### src/rtl/si5324_i2c_master.sv
// Byte-level I2C write engine for the SI5324 / I2C-mux programming bus.
// One command = START, {dev,W}, reg, data with ACK checks, then STOP; open-drain via output enables.
module si5324_i2c_master #(
    parameter int CLK_DIV = 125
) (
    input  logic       clk50,
    input  logic       rst_n,
    input  logic       cmd_valid,
    output logic       cmd_ready,
    input  logic [6:0] cmd_dev,
    input  logic [7:0] cmd_reg,
    input  logic [7:0] cmd_data,
    output logic       done,
    output logic       nack,
    output logic       busy,
    input  logic       scl_in,
    input  logic       sda_in,
    output logic       scl_oe,
    output logic       sda_oe
);

    localparam logic [2:0] S_IDLE  = 3'd0;
    localparam logic [2:0] S_START = 3'd1;
    localparam logic [2:0] S_BIT   = 3'd2;
    localparam logic [2:0] S_ACK   = 3'd3;
    localparam logic [2:0] S_STOP  = 3'd4;
    localparam logic [2:0] S_DONE  = 3'd5;

    localparam logic [11:0] CNT_LAST = 12'(CLK_DIV - 1);
    // Released SCL needs two synchronizer cycles to read back high, so the
    // stretch check sits on count 2 rather than count 0.
    localparam logic [11:0] CNT_STRETCH = 12'd2;

    logic [2:0]  state_q, state_d;
    logic [1:0]  quarter_q, quarter_d;
    logic [11:0] cnt_q, cnt_d;
    logic [2:0]  bitcnt_q, bitcnt_d;
    logic [1:0]  bytecnt_q, bytecnt_d;
    logic [23:0] shift_q, shift_d;
    logic        nack_q, nack_d;
    logic        done_q, busy_q, cmd_ready_q;
    logic        scl_oe_q, sda_oe_q;
    logic        scl_s1_q, scl_s2_q, sda_s1_q, sda_s2_q;
    logic        scl_low_d, sda_low_d;
    logic        accept, stretch, tick;

    assign cmd_ready = cmd_ready_q;
    assign done      = done_q;
    assign nack      = nack_q;
    assign busy      = busy_q;
    assign scl_oe    = scl_oe_q;
    assign sda_oe    = sda_oe_q;

    always_comb begin
        state_d   = state_q;
        quarter_d = quarter_q;
        cnt_d     = cnt_q;
        bitcnt_d  = bitcnt_q;
        bytecnt_d = bytecnt_q;
        shift_d   = shift_q;
        nack_d    = nack_q;
        accept    = (state_q == S_IDLE) && cmd_valid && cmd_ready_q;
        stretch   = (state_q != S_IDLE) && (state_q != S_DONE) && !scl_oe_q &&
                    (cnt_q == CNT_STRETCH) && !scl_s2_q;
        tick      = (cnt_q == CNT_LAST);

        case (state_q)
            S_IDLE: begin
                if (accept) begin
                    state_d   = S_START;
                    quarter_d = 2'd0;
                    cnt_d     = 12'd0;
                    bitcnt_d  = 3'd0;
                    bytecnt_d = 2'd0;
                    shift_d   = {cmd_dev, 1'b0, cmd_reg, cmd_data};
                    nack_d    = 1'b0;
                end
            end
            S_DONE: state_d = S_IDLE;
            default: begin
                if (!stretch) begin
                    if (!tick) begin
                        cnt_d = cnt_q + 12'd1;
                    end else begin
                        cnt_d     = 12'd0;
                        quarter_d = quarter_q + 2'd1;
                        if ((state_q == S_ACK) && (quarter_q == 2'd1) && sda_s2_q) begin
                            nack_d = 1'b1;
                        end
                        if (quarter_q == 2'd3) begin
                            case (state_q)
                                S_START: begin
                                    state_d  = S_BIT;
                                    bitcnt_d = 3'd0;
                                end
                                S_BIT: begin
                                    shift_d  = {shift_q[22:0], 1'b0};
                                    bitcnt_d = bitcnt_q + 3'd1;
                                    if (bitcnt_q == 3'd7) begin
                                        state_d = S_ACK;
                                    end
                                end
                                S_ACK: begin
                                    // A NACK abandons the remaining bytes.
                                    if (nack_q || (bytecnt_q == 2'd2)) begin
                                        state_d = S_STOP;
                                    end else begin
                                        state_d   = S_BIT;
                                        bytecnt_d = bytecnt_q + 2'd1;
                                    end
                                end
                                S_STOP:  state_d = S_DONE;
                                default: state_d = S_IDLE;
                            endcase
                        end
                    end
                end
            end
        endcase
    end

    // Line levels derived from the next state so the registered enables line up with the quarter.
    always_comb begin
        scl_low_d = 1'b0;
        sda_low_d = 1'b0;
        case (state_d)
            S_START: begin
                scl_low_d = (quarter_d == 2'd3);
                sda_low_d = quarter_d[1];
            end
            S_BIT: begin
                scl_low_d = (quarter_d == 2'd0) || (quarter_d == 2'd3);
                sda_low_d = !shift_d[23];
            end
            S_ACK: begin
                scl_low_d = (quarter_d == 2'd0) || (quarter_d == 2'd3);
                sda_low_d = 1'b0;
            end
            S_STOP: begin
                scl_low_d = (quarter_d == 2'd0);
                sda_low_d = !quarter_d[1];
            end
            default: begin
                scl_low_d = 1'b0;
                sda_low_d = 1'b0;
            end
        endcase
    end

    always_ff @(posedge clk50 or negedge rst_n) begin
        if (!rst_n) begin
            state_q     <= S_IDLE;
            quarter_q   <= 2'd0;
            cnt_q       <= 12'd0;
            bitcnt_q    <= 3'd0;
            bytecnt_q   <= 2'd0;
            shift_q     <= 24'd0;
            nack_q      <= 1'b0;
            done_q      <= 1'b0;
            busy_q      <= 1'b0;
            cmd_ready_q <= 1'b1;
            scl_oe_q    <= 1'b0;
            sda_oe_q    <= 1'b0;
            scl_s1_q    <= 1'b1;
            scl_s2_q    <= 1'b1;
            sda_s1_q    <= 1'b1;
            sda_s2_q    <= 1'b1;
        end else begin
            state_q     <= state_d;
            quarter_q   <= quarter_d;
            cnt_q       <= cnt_d;
            bitcnt_q    <= bitcnt_d;
            bytecnt_q   <= bytecnt_d;
            shift_q     <= shift_d;
            nack_q      <= nack_d;
            done_q      <= (state_d == S_DONE);
            busy_q      <= (state_d != S_IDLE);
            cmd_ready_q <= (state_d == S_IDLE);
            scl_oe_q    <= scl_low_d;
            sda_oe_q    <= sda_low_d;
            scl_s1_q    <= scl_in;
            scl_s2_q    <= scl_s1_q;
            sda_s1_q    <= sda_in;
            sda_s2_q    <= sda_s1_q;
        end
    end

endmodule

### config.mk
export PLATFORM = sky130hd
export DESIGN_NAME = si5324_i2c_master
export DESIGN_NICKNAME = d
export VERILOG_FILES = /design/src/rtl/si5324_i2c_master.sv
export SDC_FILE = /design/constraint.sdc
export NUM_CORES = 1
export LEC_CHECK = 0
export CAP_MARGIN = 20
export CORE_MARGIN = 4
export CORE_UTILIZATION = 59
export CTS_CLUSTER_DIAMETER = 80
export DETAILED_ROUTE_END_ITERATION = 12
export GPL_TIMING_DRIVEN = 0
export PLACE_DENSITY = 0.91
export REMOVE_ABC_BUFFERS = 1
export SETUP_SLACK_MARGIN = 0.5
export SYNTH_ARGS = -nofsm -noshare
export SYNTH_HDL_FRONTEND = slang
export SYNTH_SLANG_ARGS = --single-unit
### constraint.sdc
create_clock -name clk50 -period 7.6 [get_ports clk50]
set_clock_uncertainty 0.2 [all_clocks]
set_input_delay 0.76 -clock clk50 [delete_from_list [all_inputs] [get_ports clk50]]
set_output_delay 0.76 -clock clk50 [all_outputs]
set_load 0.05 [all_outputs]
==> results by group <==
Clocking
  – Clock slew at reported path FFs: 100 ps
  – H-tree depth: 2
  – Hold_buf cts: 0
  – Max Root-Sink Buffers: 2
  – Num CTS Buffers: 5
  – CTS resizes: 0
  – Total clock sinks: 56
  – Clock Latency Late Sink: 310 ps
  – Setup Buffers After CTS: 0
  – CTS tree: built
  – Clk root buf: clkbuf_8

Synth
  – Synth top area cells: dfrtp_1 (47%), a222oi_1 (7.8%), dfstp_2 (4.9%)
  – Top-count cell post-synth: dfrtp_1
  – Cells after Synth: 259
  – Mapped cell area: 0.002705 mm^2
  – Yosys warning total: 0
  – Yosys cell types: 48
  – Top_reg_cell synth: dfrtp_1
  – Number of synthesized flops with an enable pin: 0
  – Post-synthesis register bit count: 56
  – Part of the Yosys area used for sequential elements: 0.5204
  – Synth top area share: 0.4718
  – Syn Area/Cell: 10.44 um^2
  – Synth area leader: dfrtp_1
  – Commonest cells in the netlist: dfrtp_1 (51), inv_1 (32), a222oi_1 (21), nor2_1 (21), nand2_1 (17)
  – Asr flop ratio synth: 1.000

Pwr
  – PD cells: 170.5 mW/mm^2
  – Leak: 1.575 nW
  – Max VDD drop: 0.1439 mV

Critical path
  – Critical path class: register to register
  – R2R depth: 6
  – R2r startpoint: state_q[0]$_DFF_PN0_
  – Critical Path AT: 3470 ps
  – Critical Path RT: 7600 ps
  – Worst Path Max Fanout: 26
  – RR Endpoint: shift_q[11]$_DFFE_PN0P_
  – Setup crit end kind: register
  – Nature of the critical path startpoint: register
  – Reg2Reg Setup Slack: 4120 ps

Floorplan
  – Rows: 24
  – Die Y: 75.71 um
  – Initial Util: 0.6170
  – Die area: 0.005732 mm^2
  – Die width: 75.71 um
  – CORE AREA: 0.004384 mm^2
  – I/O pin total: 34

Timing
  – Max frequency: 0.2876 GHz
  – Worst hold margin: 145.9 ps
  – Setup TNS: 0 ps
  – Slew HR: 0.3714
  – Fin crit share: 0.4574
  – Endpoints failing hold: 0
  – Worst slew pin tran: 942.8 ps
  – Final setup violation count: 0
  – RSZ-0062 raised after global routing: false
  – Final min period: 3477 ps
  – Max Slew Vio Count: 0

Finish
  – Synthesis-to-layout area growth: 18.46%
  – Nets: 326
  – N_diodes: 0
  – Ratio of cells with drive above 1 in the final layout: 0.08997
  – Filler cells: 285

Flow run
  – Maxcap violations: 0

Placement
  – Placer Congestion: 0.8662
  – Post-DP HPWL: 3789 um
  – I/O Buffers: 33

Global route
  – First-pass GRT wire length: 9142 um
  – Largest net degree at the start of global routing: 42
  – Tot GR Track Use: 0.2090
  – Vias in the first global route: 2,010
  – Initial antenna violation count: 0
  – Grt ovf: 0

Drt
  – Wire per inst: 16.08 um
  – Pre-antenna DRT Iters: 7
  – Vias per cell: 6.299
  – DRC: 0
  – Initial DRC count: 268
  – Vias: 2,148
  – Routed Antenna Nets: 0
  – Final WL: 5482 um

Run status
  – Status: complete, no violations

Min path
  – Type of the most critical hold path: input port to async pin
-- critical path: stages (launching register included) --
cell and delay [ps]:
dfrtp_1 560, nor3_1 600, and3_1 880, o21ai_1 430, buf_4 310, a222oi_1 310
inv_1 70
-- cell usage in the layout, fill, tap and decap left out, drive strengths merged, types with 4 or more instances in the layout --
master,Yosys,layout
xnor2,4,4
a222oi,21,21
ha,10,10
nor2,21,21
nor3,5,5
dfrtp,51,51
nand4,7,7
clkdlybuf4s50,0,32
dfstp,5,5
nand2,17,17
nor4,4,4
o21ai,7,7
clkbuf,11,6
xor2,4,4
inv,34,34
a22o,5,5
nand3,13,13
-- cells by family (layout without fill, tap and decap cells) --
logic type | Yosys count | in the layout | synth area share
DFF | 56 | 56 | 0.5204
buffers and inverters | 47 | 77 | 0.06615
and+or+nand+nor | 84 | 84 | 0.1628
muxes | 5 | 5 | 0.02081
AOI/OAI and AO/OA | 49 | 49 | 0.1577
xor gates and xnor gates | 8 | 8 | 0.02590
adders and majority gates | 10 | 10 | 0.04625
-- registers in the layout, summed over array words and instances, names as in the netlist, 2 cells and up --
name,flops
cnt_q,12
quarter_q,2
bytecnt_q,2
bitcnt_q,3
shift_q,24
state_q,3
-- area by class of cell --
type	count	area, um^2	share of cell area
Clock buffer	6	72.57	0.02265
Clock inverter	2	60.06	0.01874
Inverter	34	127.6	0.03983
Multi-Input combinational cell	156	1119	0.3491
Sequential cell	56	1408	0.4393
Tap cell	52	65.06	0.02030
Timing Repair Buffer	35	352.8	0.1101
-- worst max-delay path by stage --
| stage | start | end | slack [ps] | cells after the start |
|---|---|---|---|---|
| after floorplan | cnt_q[9]$_DFFE_PN0P_ | sda_oe$_DFF_PN0_ | 4680 | 6 |
| final | state_q[0]$_DFF_PN0_ | shift_q[11]$_DFFE_PN0P_ | 4120 | 6 |
| after CTS | state_q[0]$_DFF_PN0_ | shift_q[11]$_DFFE_PN0P_ | 4160 | 6 |
| after global routing | state_q[0]$_DFF_PN0_ | shift_q[10]$_DFFE_PN0P_ | 3870 | 6 |
| after detailed placement | cmd_valid | shift_q[11]$_DFFE_PN0P_ | 4110 | 6 |
| after global placement | rst_n | shift_q[9]$_DFFE_PN0P_ | 3970 | 1 |
-- routing by layer --
layer	global-route usage	up-vias	wire length (um)
met4	0.08544	0	101
met3	0.03430	13	355
met1	0.2908	1050	2466
met5	0	-	0
li1	-	1000	-
met2	0.3279	85	2558
-- per-stage QoR --
stage | setup slack [ps] | total power [W] | util | area, um^2 | cells
global route | 3873 | 0.0005609 | 0.7309 | 3204 | 341
CTS | 4158 | 0.0005525 | 0.7309 | 3204 | 341
finish | 4123 | 0.0005463 | 0.7309 | 3204 | 341
floorplan | 4678 | 0.0003059 | - | 2654 | 246
detailed placement | 4113 | 0.0003270 | 0.7006 | 3072 | 333
global placement | 3967 | 0.0003257 | 0.6955 | 3049 | 331
-- power breakdown --
part	leakage, nW	internal, W	switching (W)
Combinational	0.807	0.0000130	0.00000784
Sequential	0.703	0.000300	0.000000357
Clock	0.0654	0.000132	0.0000938
Total	1.58	0.000444	0.000102
No activity file was read; power rests on OpenSTA's default activity.
